===== config.mk =====
export PLATFORM = sky130hd
export DESIGN_NAME = uart_rx_cfg
export DESIGN_NICKNAME = d
export VERILOG_FILES = /design/src/rtl/uart_rx_cfg.sv
export SDC_FILE = /design/constraint.sdc
export NUM_CORES = 1
export LEC_CHECK = 0
export ABC_AREA = 1
export CORE_MARGIN = 1.5
export CORE_UTILIZATION = 44
export CTS_CLUSTER_DIAMETER = 120
export DETAILED_ROUTE_END_ITERATION = 16
export SETUP_SLACK_MARGIN = 0.05
export SYNTH_ARGS = -nofsm -noshare
export SYNTH_HDL_FRONTEND = slang
export SYNTH_SLANG_ARGS = --single-unit

===== constraint.sdc =====
create_clock -name clk -period 2.2 [get_ports clk]
set_input_delay 0.44 -clock clk [delete_from_list [all_inputs] [get_ports clk]]
set_output_delay 0.44 -clock clk [all_outputs]
set_load 0.01 [all_outputs]

===== src/rtl/uart_rx_cfg.sv =====
// UART receiver: 2-flop RX synchroniser, mid-bit sampling FSM, rdy/frm_err/overrun flags.
// Define UART_RX_PARITY_EN to add a parity bit period and the par_err output.
module uart_rx_cfg #(
    parameter int CLK_DIV    = 2604,
    parameter int DATA_BITS  = 8,
    parameter bit PARITY_ODD = 1'b0
) (
    input  logic                 clk,
    input  logic                 rst_n,
    input  logic                 RX,
    input  logic                 clr_rdy,
    output logic [DATA_BITS-1:0] rx_data,
    output logic                 rdy,
    output logic                 frm_err,
    output logic                 overrun
`ifdef UART_RX_PARITY_EN
   ,output logic                 par_err
`endif
);
    localparam int CW = $clog2(CLK_DIV);
    localparam int BW = $clog2(DATA_BITS + 1);
    localparam logic [CW-1:0] HALF = CW'(CLK_DIV / 2);
    localparam logic [CW-1:0] FULL = CW'(CLK_DIV - 1);
    localparam logic [BW-1:0] LAST = BW'(DATA_BITS - 1);

    typedef enum logic [2:0] {
        IDLE,
        START,
        DATA,
`ifdef UART_RX_PARITY_EN
        PARITY,
`endif
        STOP,
        BRK
    } state_t;

    state_t               state, state_nxt;
    logic                 rx_meta, rx_sync, rx_prev;
    logic [CW-1:0]        cnt, cnt_nxt;
    logic [BW-1:0]        bit_cnt;
    logic [DATA_BITS-1:0] shreg;
    logic                 fall, tick, done;

    assign fall = rx_prev & ~rx_sync;
    assign tick = (cnt == '0);

    always_ff @(posedge clk or negedge rst_n) begin
        if (!rst_n) begin
            rx_meta <= 1'b1;
            rx_sync <= 1'b1;
            rx_prev <= 1'b1;
        end else begin
            rx_meta <= RX;
            rx_sync <= rx_meta;
            rx_prev <= rx_sync;
        end
    end

    always_ff @(posedge clk or negedge rst_n) begin
        if (!rst_n) state <= IDLE;
        else        state <= state_nxt;
    end

    always_comb begin
        state_nxt = state;
        done      = 1'b0;
        case (state)
            IDLE:   if (fall) state_nxt = START;
            START:  if (tick) state_nxt = rx_sync ? IDLE : DATA;
`ifdef UART_RX_PARITY_EN
            DATA:   if (tick && bit_cnt == LAST) state_nxt = PARITY;
            PARITY: if (tick) state_nxt = STOP;
`else
            DATA:   if (tick && bit_cnt == LAST) state_nxt = STOP;
`endif
            STOP: begin
                if (tick) begin
                    done      = 1'b1;
                    state_nxt = rx_sync ? IDLE : BRK;
                end
            end
            BRK:    if (rx_sync) state_nxt = IDLE;
            default: state_nxt = IDLE;
        endcase

        // The edge-detect cycle already counts as the first half-bit cycle.
        if (state_nxt == IDLE || state_nxt == BRK) cnt_nxt = HALF;
        else if (state == IDLE)                    cnt_nxt = HALF - CW'(1);
        else if (tick)                             cnt_nxt = FULL;
        else                                       cnt_nxt = cnt - CW'(1);
    end

`ifdef UART_RX_PARITY_EN
    logic par_bit;
    always_ff @(posedge clk or negedge rst_n) begin
        if (!rst_n)                    par_bit <= 1'b0;
        else if (state == PARITY && tick) par_bit <= rx_sync;
    end
`endif

    always_ff @(posedge clk or negedge rst_n) begin
        if (!rst_n) begin
            cnt     <= HALF;
            bit_cnt <= '0;
            shreg   <= '0;
            rx_data <= '0;
            rdy     <= 1'b0;
            frm_err <= 1'b0;
            overrun <= 1'b0;
`ifdef UART_RX_PARITY_EN
            par_err <= 1'b0;
`endif
        end else begin
            cnt <= cnt_nxt;
            if (state == IDLE && fall) bit_cnt <= '0;
            if (state == DATA && tick) begin
                shreg   <= {rx_sync, shreg[DATA_BITS-1:1]};
                bit_cnt <= bit_cnt + BW'(1);
            end
            // Completion wins over a same-cycle acknowledge.
            if (done) begin
                rx_data <= shreg;
                rdy     <= 1'b1;
                frm_err <= ~rx_sync;
                overrun <= rdy & ~clr_rdy;
`ifdef UART_RX_PARITY_EN
                par_err <= (^shreg ^ par_bit) != PARITY_ODD;
`endif
            end else if (clr_rdy) begin
                rdy     <= 1'b0;
                frm_err <= 1'b0;
                overrun <= 1'b0;
`ifdef UART_RX_PARITY_EN
                par_err <= 1'b0;
`endif
            end
        end
    end
endmodule


# Word-level counts from Yosys, hierarchy flattened
# Index checks and enable logic that the tools add are counted.
# classes
n_addsub	2
n_eq_ne	6
muxes	19
n_bitwise	4
n_reduce_logical	9
# op_table
cell	n
2-to-1 mux 12 bit	3
2-to-1 mux 3 bit	6
one-hot mux 3 bit (5 select lines)	1
logical NOT 12 bit	1
subtractor 12 x 1 -> 12 bit, second input constant	1
2-to-1 mux 4 bit	2
== test 3 x 2 -> 1 bit, second input constant	2
== test 3 bit, second input constant	2
logical NOT 3 bit	2
2-to-1 mux 1 bit	6
adder 4 x 1 -> 4 bit, second input constant	1
== test 4 x 3 -> 1 bit, second input constant	1
nonzero test 2 bit	2
== test 3 x 1 -> 1 bit, second input constant	1
logical AND 1 bit	3
AND 1 bit	2
2-to-1 mux 2 bit	1
NOT 1 bit	2
logical OR 1 bit	1
# word_totals
regBits	41
input_bits	4
out_inout_bits	11
wordCells	51

# Longest topological paths before layout
# Gate-level depths: netlist (run 1).
# logic_depth
ltp_word	7
ltp_mapped	11
mapped_depth_nobuf	10

# Worst setup path after synthesis (run 1)
# Ideal clock, no wire load.
# synth_timing
path_kind	register to register
start	register cnt[0]
end	register cnt[0]
setup_ns	0.123
t_arrival_ns	1.460
t_required_ns	2.077
path_slack_ns	0.617
path_stages_with_launch	11
n_path_buf	1
period_less_slack_ns	1.583
cell_sequence	dfrtp_1 > inv_1 > ha_1 > nand2_4 > nor2_8 > nand2_4 > buf_6 > nand2_4 > nand3_4 > nor2_8 > nor2_2
# synth_via
elab_chain_cells	7
elab_cells_between_ends	13
classes_between	1 x add/sub; 1 x eq/ne; 7 x mux; 4 x reduce/logical
# synth_rtl
element	line	source
start, declared	39	logic [CW-1:0] cnt, cnt_nxt;
start signal, assigned	114	cnt <= cnt_nxt;
logical NOT 12 bit *	45	assign tick = (cnt == '0);
logical AND 1 bit	74	DATA: if (tick && bit_cnt == LAST) state_nxt = STOP;
2-to-1 mux 3 bit	74	
one-hot mux 3 bit (5 select lines) *	67	case (state)
named net state_nxt[0]	37	state_t state, state_nxt;
== test 3 bit / logical NOT 3 bit (equally long branches)	87	if (state_nxt == IDLE || state_nxt == BRK) cnt_nxt = HALF;
logical OR 1 bit *	87	
2-to-1 mux 12 bit *	87	
named net cnt_nxt[0]	39	
# The timed path passes the listed nets; every way through them passes the cells marked *.
# A chain may end at the register's enable or synchronous reset.

# Worst setup path after layout (run 1)
# layout_timing
start	register cnt[1]
end	register rx_data[4]
# layout_via
elab_chain_cells	3
# layout_rtl
element	line	source
logical NOT 12 bit	45	
2-to-1 mux 1 bit	77	if (tick) begin
2-to-1 mux 1 bit	67	
end signal, assigned	122	rx_data <= shreg;
end, declared	12	output logic [DATA_BITS-1:0] rx_data,
# No other way between the ends.

==> flow_metrics.tcl, run 1 <==
set metrics [dict create \
    synth_cells 226 \
    ios 15 \
    cts-root-buf "clkbuf_8" \
    final_core_util_pct 51.8 \
    cp_cell_sequence "inv_1 -> ha_1 -> nand2_4 -> nor2_8 -> nand2_4 -> inv_2 -> nand2_2 -> clkinv_1 -> nand2_1 -> nand2_1" \
    tightest_slew_ns 0.514 \
    grt-ovfl-total 0 \
    avgSynthCellArea_um2 8.75 \
    hold_buffers 0 \
    cp_slowest_cell "dfstp_2" \
    core_area_mm2 0.00435 \
    grt_use_total_pct 16.2 \
    rows 24 \
    cts_sinks 41 \
    die_area_mm2 0.00491 \
    drc 0 \
    crit_required_ns 2.39 \
    criticalPathCategory "flip-flop to flip-flop" \
    cts_buffers 5 \
    slew_headroom_pct 65.8 \
    num_antenna_cells 0 \
    ys_ff_latch 41 \
    routed_wl_um 3460 \
    end_kind "flip-flop" \
    cts_resized 0 \
    hold_viol_final 0 \
    final_cell_mix "nand2_1 (65), dfrtp_1 (33), inv_1 (20)" \
    grt_max_degree 42 \
    dp_hpwl_um 2430 \
    path_clk_slew_ns 0.08 \
    num-nets-final 251 \
    rsz0062_at_grt "false" \
    yosys_warnings 0 \
    r2r_end "rx_data[4]" \
    htreeDepth 2 \
    clockBufferDepth 2 \
    reg2reg_slack_ns 0.34 \
    syn_to_final_growth_pct 14.0 \
    ys_seq_area_share_pct 52.4 \
    die_h_um 70.1 \
    gp_congestion 0.734 \
    syn_area_mm2 0.00198 \
    reg2reg_depth 10 \
    via_count 1411 \
    portBuffers 14 \
    path_max_fanout 16 \
    cts_post_setup_buffers_inserted 0 \
    final.setup.tns_ns 0 \
    outcome "complete, no violations" \
    drt_iter0_markers 72 \
    timing.final.crit_share_pct 84.5 \
    skew_ns 0.00878 \
    synth_nets 232 \
    clkLatencyLatePin_ns 0.29 \
    critPathMaxStageDelay_ns 0.53 \
    p_per_area_mw_per_mm2 767 \
    ys_types 29 \
    final_common_cell "nand2_1" \
    antenna_found_initial 0 \
    grt_pass1_wl_um 6240 \
    hold_class "input port to asynchronous set/reset pin" \
    r2r_start "cnt[1]" \
    grt_pass1_vias 1389 \
    cts_tree "yes" \
    drv_cap 0 \
    placed_area_mm2 0.00217 \
    first_pass_iters 4 \
    setup_viol 0 \
    wl_per_cell_um 11.6 \
    p_leak_nw 1.11 \
    drive_gt1_share_pct 19.1 \
    hold_slack_ns 0.190 \
    start_util_pct 45.4 \
    die-width_um 70.1 \
    fmax_mhz 538 \
    dp_cells 290 \
    max-vdd-ir-drop_v 0.000406 \
    ant_nets 0 \
    post_layout_nonfiller_instances 298 \
    layout_min_cycle_time_ns 1.86 \
    critPathArrivalTime_ns 2.05 \
    report.final.slew_viol_count 0 \
    design_area_mm2 0.00226 \
    start_kind "flip-flop" \
    viasPerCell 4.73 \
]
## state kept, by name (all words and copies together) (netlist names)
register	count
bit_cnt	4
cnt	12
frm_err	1
overrun	1
rdy	1
rx_data	8
rx_meta	1
rx_prev	1
rx_sync	1
shreg	8
state	3
## final cells by class
| cell class | instances | area, um2 |
|---|---|---|
| multi-input cells | 154 | 816 |
| inverters | 27 | 101 |
| clock inverters | 2 | 15.0 |
| fillers | 406 | 2100 |
| repair buffers | 16 | 150 |
| flip-flops and latches | 41 | 1040 |
| clock buffers | 6 | 72.6 |
| well taps | 52 | 65.1 |
## per-layer routing
metal,vias to the layer above,part of all wire (%),track usage [%]
met4,0,1.6,6.41
met1,643,52,21.8
met3,5,2.8,5.05
li1,746,-,-
met2,17,43,24.6
met5,-,0,0
## worst max-delay path by stage
stage	start	end	cells past startpoint
2_1_floorplan	cnt[0]	cnt[0]	10
3_3_place_gp	cnt[1]	rx_data[0]	10
3_5_place_dp	cnt[1]	rx_data[4]	10
4_1_cts	cnt[1]	rx_data[4]	10
5_1_grt	cnt[1]	rx_data[5]	10
6_report	cnt[1]	rx_data[4]	10
## metrics by stage
| step | total power, mW | setup WS (ns) |
|---|---|---|
| floorplan | 1.19 | 0.617 |
| global placement | 1.26 | 0.365 |
| detailed placement | 1.26 | 0.343 |
| CTS | 1.75 | 0.329 |
| global route | 1.84 | 0.159 |
| finish | 1.73 | 0.341 |
## Yosys cell counts
cell / number / area [um2]
a21oi_1: 4 / 20.0
and3_1: 1 / 6.26
buf_2: 2 / 10.0
buf_6: 1 / 11.3
clkbuf_1: 1 / 3.75
clkinv_1: 2 / 7.51
dfrtp_1: 33 / 826
dfstp_2: 8 / 210
ha_1: 2 / 25.0
inv_1: 20 / 75.1
inv_2: 5 / 18.8
nand2_1: 65 / 244
nand2_2: 4 / 25.0
nand2_4: 3 / 33.8
nand3_1: 18 / 90.1
nand3_2: 1 / 10.0
nand3_4: 1 / 17.5
nand3b_1: 1 / 7.51
nand4_1: 3 / 18.8
nor2_1: 11 / 41.3
nor2_2: 12 / 75.1
nor2_4: 1 / 11.3
nor2_8: 2 / 40.0
nor3_1: 3 / 15.0
o21ai_0: 1 / 5.00
o21ai_1: 14 / 70.1
o31ai_1: 1 / 7.51
xnor2_1: 1 / 8.76
xor2_1: 5 / 43.8
## critical path, delay by kind of cell (launching register included)
| kind | cells | cell delay (ns) |
|---|---|---|
| buf+inv | 3 | 0.31 |
| flops | 1 | 0.53 |
| fa+ha+maj | 1 | 0.22 |
| simple gates | 6 | 0.70 |
## power breakdown
group	total (mW)	switching [mW]	internal (mW)
combinational	0.360	0.221	0.139
clock	0.485	0.262	0.223
sequential	0.886	0.0529	0.833
## cells by family after synthesis
family / share of synthesized area (%)
compound gates: 5.19
xor+xnor: 2.66
fa+ha+maj: 1.26
buf+inv: 6.39
flops: 52.4
simple gates: 32.1
(Power assumes the default switching activity.)
==> run 2, diff against run 1 <==
- PLACE_DENSITY: default -> 0.65
- clock period: 2.2 -> 1.7 ns (I/O delays scaled with it)
==> flow_metrics.tcl, run 2 (synthesized netlist as in run 1, its figures left out) <==
set metrics [dict create \
    hold_viol_final 0 \
    layout_min_cycle_time_ns 1.54 \
    drc 0 \
    critPathArrivalTime_ns 1.20 \
    via_count 1461 \
    criticalPathCategory "flip-flop to output pin" \
    routed_wl_um 3660 \
    final.setup.tns_ns 0 \
    core_area_mm2 0.00435 \
    drv_cap 0 \
    ios 15 \
    outcome "complete, no violations" \
    crit_family "buffers and inverters" \
    htreeDepth 2 \
    grt_pass1_wl_um 6640 \
    crit_required_ns 1.36 \
    wl_per_cell_um 12.1 \
    syn_to_final_growth_pct 19.7 \
    viasPerCell 4.84 \
    cts_buffers 5 \
    largest_register_ffs 12 \
    grt_pass1_vias 1501 \
    clockBufferDepth 2 \
    crit_start "rx_data[2]" \
    path_buf_inv 1 \
    hold_class "input port to asynchronous set/reset pin" \
    cts_post_setup_buffers_inserted 0 \
    num_antenna_cells 0 \
    start_kind "flip-flop" \
    cp_cell_sequence "clkdlybuf4s50_1" \
    cp_slowest_cell "clkdlybuf4s50_1" \
    max-vdd-ir-drop_v 0.000491 \
    p_per_area_mw_per_mm2 1050 \
    nFillCells 410 \
    first_pass_iters 4 \
    reg2reg_depth 10 \
    crit_cells 1 \
    die_area_mm2 0.00491 \
    final_common_cell "nand2_1" \
    setup_viol 0 \
    drive_gt1_share_pct 21.6 \
    clkLatencyLatePin_ns 0.29 \
    dp_hpwl_um 2680 \
    gp_congestion 0.735 \
    path_clk_slew_ns 0.08 \
    antenna_found_initial 0 \
    tightest_slew_ns 0.476 \
    cts-root-buf "clkbuf_8" \
    slew_headroom_pct 68.3 \
    die-width_um 70.1 \
    drt_iter0_markers 75 \
    cts_tree "yes" \
    report.final.slew_viol_count 0 \
    path_max_fanout 2 \
    die_h_um 70.1 \
    r2r_end "rx_data[3]" \
    portBuffers 14 \
    fmax_mhz 649 \
    crit_end "rx_data[2]" \
    num-nets-final 255 \
    final_cell_mix "nand2_1 (65), dfrtp_1 (33), inv_1 (20)" \
    top_regs "cnt (12), rx_data (8), shreg (8)" \
    grt_max_degree 24 \
    end_kind "output pin" \
    reg2reg_slack_ns 0.17 \
    hold_slack_ns 0.00254 \
    critPathMaxStageDelay_ns 0.55 \
    top_register "cnt" \
    grt-ovfl-total 0 \
    grt_use_total_pct 17.3 \
    cts_sinks 41 \
    timing.final.crit_share_pct 90.6 \
    p_leak_nw 1.18 \
    skew_ns 0.00817 \
    start_util_pct 45.4 \
    r2r_start "cnt[0]" \
    ant_nets 0 \
    rows 24 \
    rsz0062_at_grt "false" \
]
==> run 2: worst register-to-register path: cells and delay by family (launching register included) <==
family                   cells  cell delay [ns]
AO/OA/AOI/OAI                1             0.06
adder cells (fa/ha/maj)      1             0.17
buffers and inverters        3             0.37
flip-flops                   1             0.36
AND/OR/NAND/NOR              5             0.44
==> run 2: timing repair <==
action                                  4_1_cts  5_1_grt
endpoints found under the setup margin        3       15
pin swaps                                     0        1
hold buffers                                  0        0
resized for setup                             1        5
==> run 2: through the flow <==
step	setup slack [ns]	instances	utilization, %	total power [mW]	area, um2
2_1_floorplan	0.117	226	-	1.54	1980
4_1_cts	0.0570	302	53.8	2.50	2340
3_5_place_dp	0.0446	294	51.1	1.67	2220
3_3_place_gp	0.0971	294	51.1	1.67	2220
6_report	0.160	302	54.4	2.48	2370
5_1_grt	0.0596	302	54.4	2.64	2370
==> run 2: worst min path at each step <==
stage | cells past startpoint | slack (ns) | end | startpoint
3_3_place_gp | 1 | 0.32 | rx_data[3] | rst_n
5_1_grt | 1 | 0.02 | cnt[7] | rst_n
3_5_place_dp | 1 | 0.33 | rx_data[3] | rst_n
2_1_floorplan | 0 | 0.04 | bit_cnt[0] | rst_n
6_report | 1 | 0.003 | bit_cnt[3] | rst_n
4_1_cts | 1 | 0.005 | bit_cnt[3] | rst_n
==> run 2: layer usage <==
layer  track usage, %  vias to the layer above  wire (um)
li1                 -                      753          -
met1             22.5                      692       1740
met2             27.7                       12       1800
met3             4.76                        4         85
met4             6.62                        0         32
met5                0                        -          0
==> run 2: layout make-up <==
class	instances	area [um2]	share of cell area [%]
clock inverter	1	30.0	1.27
inverter	27	101	4.28
clock buffer	7	86.3	3.65
sequential	41	1040	43.7
multi-input combinational	154	841	35.5
timing repair buffer	20	209	8.82
tap	52	65.1	2.75
==> run 2: where the power goes <==
part	switching [mW]	internal, mW
combinational	0.305	0.224
clock	0.322	0.479
sequential	0.0715	1.08
total	0.699	1.78
